**config.mk**
```make
export PLATFORM = sky130hd
export DESIGN_NAME = arith_unit
export DESIGN_NICKNAME = d
export VERILOG_FILES = /design/src/rtl/arith_unit.sv
export SDC_FILE = /design/constraint.sdc
export NUM_CORES = 1
export LEC_CHECK = 0
export CORE_UTILIZATION = 61
export CTS_CLUSTER_DIAMETER = 40
export DETAILED_ROUTE_END_ITERATION = 12
export GPL_TIMING_DRIVEN = 0
export PLACE_DENSITY = 0.9
export SYNTH_ARGS = -nofsm -noshare
export SYNTH_HDL_FRONTEND = slang
export SYNTH_SLANG_ARGS = --single-unit
```
**constraint.sdc**
```tcl
create_clock -name clk -period 11 [get_ports clk]
set_input_delay 1.1 -clock clk [delete_from_list [all_inputs] [get_ports clk]]
set_output_delay 1.1 -clock clk [all_outputs]
set_load 0.02 [all_outputs]
```
**src/rtl/arith_unit.sv**
```systemverilog
// ============================================================================
// Module   : arith_unit
// Purpose  : A/B/C magnitude register datapath executing one-cycle micro-ops.
//            Optional sticky overflow flag is built when AU_OVERFLOW_TRAP_EN is defined.
// Revision : 1.0 - initial release
// ============================================================================
`default_nettype none

module arith_unit (
  input  logic        clk,
  input  logic        resetn,
  input  logic        do_clear_a_to_au,
  input  logic        do_clear_b_to_au,
  input  logic        do_clear_c_to_au,
  input  logic        do_not_a_to_au,
  input  logic        do_not_b_to_au,
  input  logic        do_sum_to_au,
  input  logic        do_and_to_au,
  input  logic        do_set_c_30_to_au,
  input  logic        do_left_shift_b_to_au,
  input  logic        do_left_shift_c_to_au,
  input  logic        do_left_shift_c29_to_au,
  input  logic        do_right_shift_bc_to_au,
  input  logic        do_move_c_to_a_to_au,
  input  logic        do_move_c_to_b_to_au,
  input  logic        do_move_b_to_c_to_au,
  input  logic        do_read_mem_from_mem,
  input  logic [29:0] mem_read_data_from_mem,
  input  logic        do_arr_c_from_pnl,
  input  logic [29:0] arr_reg_c_from_pnl,
  input  logic        ser_in_from_io,
  output logic        carry_out_from_au,
  output logic        reg_c_1_from_au,
  output logic        reg_c_30_from_au,
  output logic        reg_b_0_from_au,
  output logic [29:0] mem_write_data_to_mem,
  output logic [3:0]  reg_c_to_io,
  output logic        au_overflow_to_op
);

  // Bit 1 is the MSB of every register; b[0] is the overflow bit above b[1].
  logic [1:30] a_q, a_d;
  logic [0:30] b_q, b_d;
  logic [1:30] c_q, c_d;
  logic        ocm_q, ocm_d;

  logic [30:0] raw_sum;
  logic [29:0] sum_w;
  logic        carry_w;
  logic        cin_w;

  assign raw_sum = {1'b0, a_q} + {1'b0, b_q[1:30]};
  assign carry_w = raw_sum[30];
  // End-around carry applies only in ones'-complement mode.
  assign cin_w   = ocm_q & carry_w;
  assign sum_w   = raw_sum[29:0] + {29'd0, cin_w};

  always_comb begin
    a_d = a_q;
    if (do_clear_a_to_au)          a_d = '0;
    else if (do_move_c_to_a_to_au) a_d = c_q;
    else if (do_not_a_to_au)       a_d = ~a_q;
  end

  always_comb begin
    b_d = b_q;
    if (do_move_c_to_b_to_au)         b_d = {1'b0, c_q};
    else if (do_clear_b_to_au)        b_d = '0;
    else if (do_sum_to_au)            b_d = {b_q[0] ^ carry_w, sum_w};
    else if (do_not_b_to_au)          b_d = {b_q[0], ~b_q[1:30]};
    else if (do_left_shift_b_to_au)   b_d = {b_q[1:30], c_q[1]};
    else if (do_right_shift_bc_to_au) b_d = {1'b0, b_q[0:29]};
  end

  always_comb begin
    c_d = c_q;
    if (do_move_b_to_c_to_au)         c_d = b_q[1:30];
    else if (do_and_to_au)            c_d = a_q & b_q[1:30];
    else if (do_clear_c_to_au)        c_d = '0;
    else if (do_right_shift_bc_to_au) c_d = {b_q[30], c_q[1:29]};
    else if (do_left_shift_c_to_au)
      // Serial input enters only on an io shift, not on a divide step.
      c_d = {c_q[2:30], do_left_shift_c29_to_au & ~do_left_shift_b_to_au & ser_in_from_io};
    else if (do_read_mem_from_mem)    c_d = mem_read_data_from_mem;
    else if (do_arr_c_from_pnl)       c_d = arr_reg_c_from_pnl;
    if (do_set_c_30_to_au)            c_d[30] = 1'b1;
  end

  always_comb begin
    ocm_d = ocm_q;
    if (do_clear_a_to_au || do_clear_b_to_au || do_move_c_to_a_to_au ||
        do_move_c_to_b_to_au || do_move_b_to_c_to_au)
      ocm_d = 1'b0;
    else if (do_not_a_to_au || do_not_b_to_au)
      ocm_d = 1'b1;
  end

  always_ff @(posedge clk or negedge resetn) begin
    if (!resetn) begin
      a_q   <= '0;
      b_q   <= '0;
      c_q   <= '0;
      ocm_q <= 1'b0;
    end else begin
      a_q   <= a_d;
      b_q   <= b_d;
      c_q   <= c_d;
      ocm_q <= ocm_d;
    end
  end

`ifdef AU_OVERFLOW_TRAP_EN
  logic ovf_q, ovf_d;

  always_comb begin
    ovf_d = ovf_q;
    if (do_sum_to_au && !ocm_q && carry_w && b_q[0]) ovf_d = 1'b1;
    else if (do_clear_a_to_au)                       ovf_d = 1'b0;
  end

  always_ff @(posedge clk or negedge resetn) begin
    if (!resetn) ovf_q <= 1'b0;
    else         ovf_q <= ovf_d;
  end

  assign au_overflow_to_op = ovf_q;
`else
  assign au_overflow_to_op = 1'b0;
`endif

  assign carry_out_from_au     = carry_w;
  assign reg_c_1_from_au       = c_q[1];
  assign reg_c_30_from_au      = c_q[30];
  assign reg_b_0_from_au       = b_q[0];
  assign mem_write_data_to_mem = c_q;
  assign reg_c_to_io           = c_q[1:4];

endmodule

`default_nettype wire

```
# Word level (Yosys, flattened, before mapping)
# Index checks and enable logic that the tools add are counted.
# word_totals
out_inout_bits	39
register_bits	92
word_cells	48
inputBits	80
# op_classes
n_mux	19
eq_ne	1
bitwise	8
n_reduce_logical	12
n_addsub	2
# op_table
op	n
$mux W30	10
$mux W31	6
$not A30 Y30	2
$add A30 B30 Y31	1
$add A30 B1 Y30	1
$and A30 B30 Y30	1
$reduce_bool A8 Y1	1
$reduce_bool A7 Y1	1
$reduce_bool A6 Y1	1
$logic_or A1 B1 Y1	5
$reduce_bool A5 Y1	1
$ne A4 B2 Y1 const B	1
$and A1 B1 Y1	3
$mux W1	3
$reduce_bool A3 Y1	1
$reduce_and A2 Y1	1
$reduce_bool A2 Y1	1
$not A1 Y1	1
$xor A1 B1 Y1	1

# Logic depth before layout (Yosys ltp)
# depth
depth_word	9
depth_mapped	19
ltp_nobuf	19

# Worst setup path after synthesis
# No wires, ideal clock.
# synth_path
kind	register to register
start	register b_q[30] (netlist bit)
end	register b_q[22] (netlist bit)
t_arrival_ns	4.171
required_ns	10.874
setup_time_ns	0.126
slack_ns	6.703
n_path_buf	0
synth_period_minus_slack_ns	4.297
stages_incl_launch_ff	20
path_cell_list	dfrtp_1 ha_1 fa_1 a211oi_1 o21ai_1 a21oi_1 o311ai_0 a31o_2 a21o_1 nand3_1 nand2_1 and2_1 ha_1 ha_1 and4_1 nand3_1 xnor2_1 o21ai_0 a221oi_1 nor2_1
# synth_between
elab_chain_cells	6
# synth_lines
element	line_no	source
from (decl)	43	logic [0:30] b_q, b_d;
from (signal assigned)	101	b_q <= '0;
from (signal assigned)	106	b_q <= b_d;
$add A30 B30 Y31	52	assign raw_sum = {1'b0, a_q} + {1'b0, b_q[1:30]};
via carry_out_from_au	32	output logic carry_out_from_au,
$and A1 B1 Y1	55	assign cin_w = ocm_q & carry_w;
$add A30 B1 Y30	56	assign sum_w = raw_sum[29:0] + {29'd0, cin_w};
$mux W31	69	else if (do_sum_to_au) b_d = {b_q[0] ^ carry_w, sum_w};
$mux W31	68	else if (do_clear_b_to_au) b_d = '0;
$mux W31	67	if (do_move_c_to_b_to_au) b_d = {1'b0, c_q};
# The timed path passes the listed nets, and every way through them passes these cells.
# A chain may end at the register's enable or synchronous reset.

# Final worst setup path
# layout_path
start	register b_q[30] (netlist bit)
end	output port carry_out_from_au
# layout_between
elab_chain_cells	1
# layout_lines
element	line_no
$add A30 B30 Y31	52
to (decl)	32
# No other way between the ends.

==> flow_summary.toml <==
[status]
status = "finished, final reports clean"

[synthesis]
synth_cells = 1187
synthesis.area_um2 = 8820
ys.flop_type = "dfrtp_1"
postSynth.asyncResetShare_pct = 100
synth_warnings = 0
syn_area_per_cell_um2 = 7.43
synth_edf_count = 0
synth_nets = 1301
ys_types = 69
synth-seq-cells = 92
yosysSeqAreaShare_pct = 26.1

[routing]
post_drt_wl_per_cell_um = 21.5
vias_per_cell = 6.65
drtPass1Iterations = 8
drtIter0Drc = 1336
ant_nets = 0
via_count = 9913
wl_mm = 32.0
drc = 0

[clock_tree]
post_cts_resized = 0
cts_max_path_buffers = 2
cts_hold_buf = 0
h-tree-depth = 3
cts_made_buffers = 9
post_cts_buffers = 0
clock_sinks = 92
clk_latency_ns = 0.36
cts_tree = "done"
clockRootBuffer = "clkbuf_16"
clk_pin_slew_ns = 0.07

[worst_setup_path]
cp-start-kind = "flip-flop"
crit_type = "reg -> out"
end_kind = "output pin"
worstPathRequired_ns = 9.90
rr_worst_depth = 18
arrival_ns = 4.59
slowest_stage = "clkdlybuf4s50_1"
critPathMaxFanout = 6
cpPeakStageDelay_ns = 0.58
cp_cell_sequence = "ha_1 -> fa_1 -> a211oi_1 -> o21ai_1 -> a21oi_1 -> o311ai_0 -> a31o_2 -> a21o_1 -> nand3_1 -> nand2_1 -> clkdlybuf4s50_1"

[die]
rows = 43
dieArea_um2 = 15000
start_util_pct = 63.1
dieHeight_um = 122
ioPinCount = 119
core_area_um2 = 14000
die_w_um = 122

[worst_hold_path]
hold-path-cell-count = 1
hold_path_class = "reg -> reg"

[final_layout]
final_common_cell = "nor2_1"
layout_common_cells = "nor2_1 (208), a21oi_1 (181), nand2_1 (108)"
final_area_um2 = 10500
nNetsFinal = 1420
drive_gt1_share_pct = 4.73
area_delta_synth_final_pct = 18.4
antennaDiodeCount = 0

[power]
pwr_density_cell_nw_per_um2 = 116
leakage_uw = 0.00445
peakVddDrop_v = 0.0000793

[placed_design]
port_buffers = 107
placed_area_um2 = 10100
gp_congestion = 0.970
dp_hpwl_mm = 23.4

[grt]
grt_usage_pct = 43.6
antenna_found_initial = 0
grt-ovfl-total = 0
grt_pass1_vias = 9142
grt_max_degree = 49
grt_pass1_wl_mm = 49.3

[timing]
fmax_mhz = 176
period_share_pct = 51.7
fin_worst_skew_ns = 0.00970
fin_setup_tns_ns = 0
worst_pin_slew_ns = 1.21
rsz0062_at_grt = "no"
hold_viol = 0
whs_ns = 0.574
setup_viol = 0
period_needed_ns = 5.69
slew_headroom_pct = 19.3
maxSlewViolCount = 0

[run]
drv_cap = 0
[registers in the layout, indices dropped and copies added (netlist names)]
register               flops
b_q                       31
a_q                       30
mem_write_data_to_mem     30
ocm_q                      1
[final timing paths]
kind	start	endpoint	slack, ns
worst min register to register	ocm_q	ocm_q	0.57
worst max register to register	b_q[30]	b_q[2]	5.50
min in group asynchronous	resetn	mem_write_data_to_mem[1]	0.76
max in group asynchronous	resetn	mem_write_data_to_mem[5]	9.53
worst max-delay path	b_q[30]	carry_out_from_au	5.31
worst min-delay path	ocm_q	ocm_q	0.57
[synth_stat cells, types with 8 or more instances]
library cell | number | share of area [%]
a211oi_1 | 23 | 2.0
a21o_1 | 9 | 0.77
a21oi_1 | 181 | 10
a221oi_1 | 19 | 1.9
a31oi_1 | 10 | 0.71
buf_1 | 14 | 0.60
buf_2 | 8 | 0.45
clkbuf_1 | 65 | 2.8
dfrtp_1 | 92 | 26
ha_1 | 33 | 4.7
mux2_2 | 10 | 1.3
mux2i_1 | 68 | 7.7
nand2_1 | 108 | 4.6
nand3_1 | 13 | 0.74
nand4_1 | 12 | 0.85
nor2_1 | 208 | 8.8
nor2b_1 | 24 | 1.7
nor3_1 | 15 | 0.85
o211ai_1 | 14 | 1.2
o21ai_0 | 81 | 4.6
xnor2_1 | 64 | 6.4
xor2_1 | 13 | 1.3
[layout make-up]
cell class | instances | area [um2]
plain buffers | 96 | 405
clock buffers | 11 | 253
clock inverters | 4 | 48.8
fillers | 1131 | 3540
inverters | 6 | 22.5
multi-input cells | 993 | 6100
flip-flops and latches | 92 | 2300
well taps | 180 | 225
repair buffers | 108 | 1100
[cell families after synthesis]
group	synth area share, %
muxes	8.99
buffers and inverters	4.85
AOI/OAI and AO/OA	25.5
xor gates and xnor gates	7.83
adders and majority gates	4.91
other	0.0425
DFF	26.1
and+or+nand+nor	21.8
[layer usage]
layer / up-vias / share of wire, % / GRT usage (%)
met3: 114 / 12 / 11.1
met1: 4579 / 39 / 56.4
li1: 4465 / - / -
met4: 0 / 4.8 / 25.2
met5: - / 0 / 0
met2: 755 / 44 / 65.8
[where the power goes]
group          switching, uW  internal, uW  total [uW]
sequential              62.5           370         433
combinational            251           190         440
clock                    149           187         336
total                    462           748        1210
[through the flow]
| step | util (%) | cells | setup WS [ns] | power (uW) |
|---|---|---|---|---|
| floorplan | - | 1187 | 6.70 | 711 |
| global route | 74.7 | 1490 | 5.16 | 1260 |
| global placement | 72.3 | 1474 | 5.18 | 854 |
| CTS | 74.7 | 1490 | 5.42 | 1190 |
| detailed placement | 72.5 | 1475 | 5.79 | 864 |
| finish | 74.7 | 1490 | 5.31 | 1210 |
[critical path: cells and delay by family (launching register included)]
family | cells | cell delay (ns)
AOI/OAI and AO/OA | 6 | 2.25
adders and majority gates | 2 | 0.72
buffers and inverters | 1 | 0.58
DFF | 1 | 0.45
and+or+nand+nor | 2 | 0.22
Power figures use the tool's default switching activity.
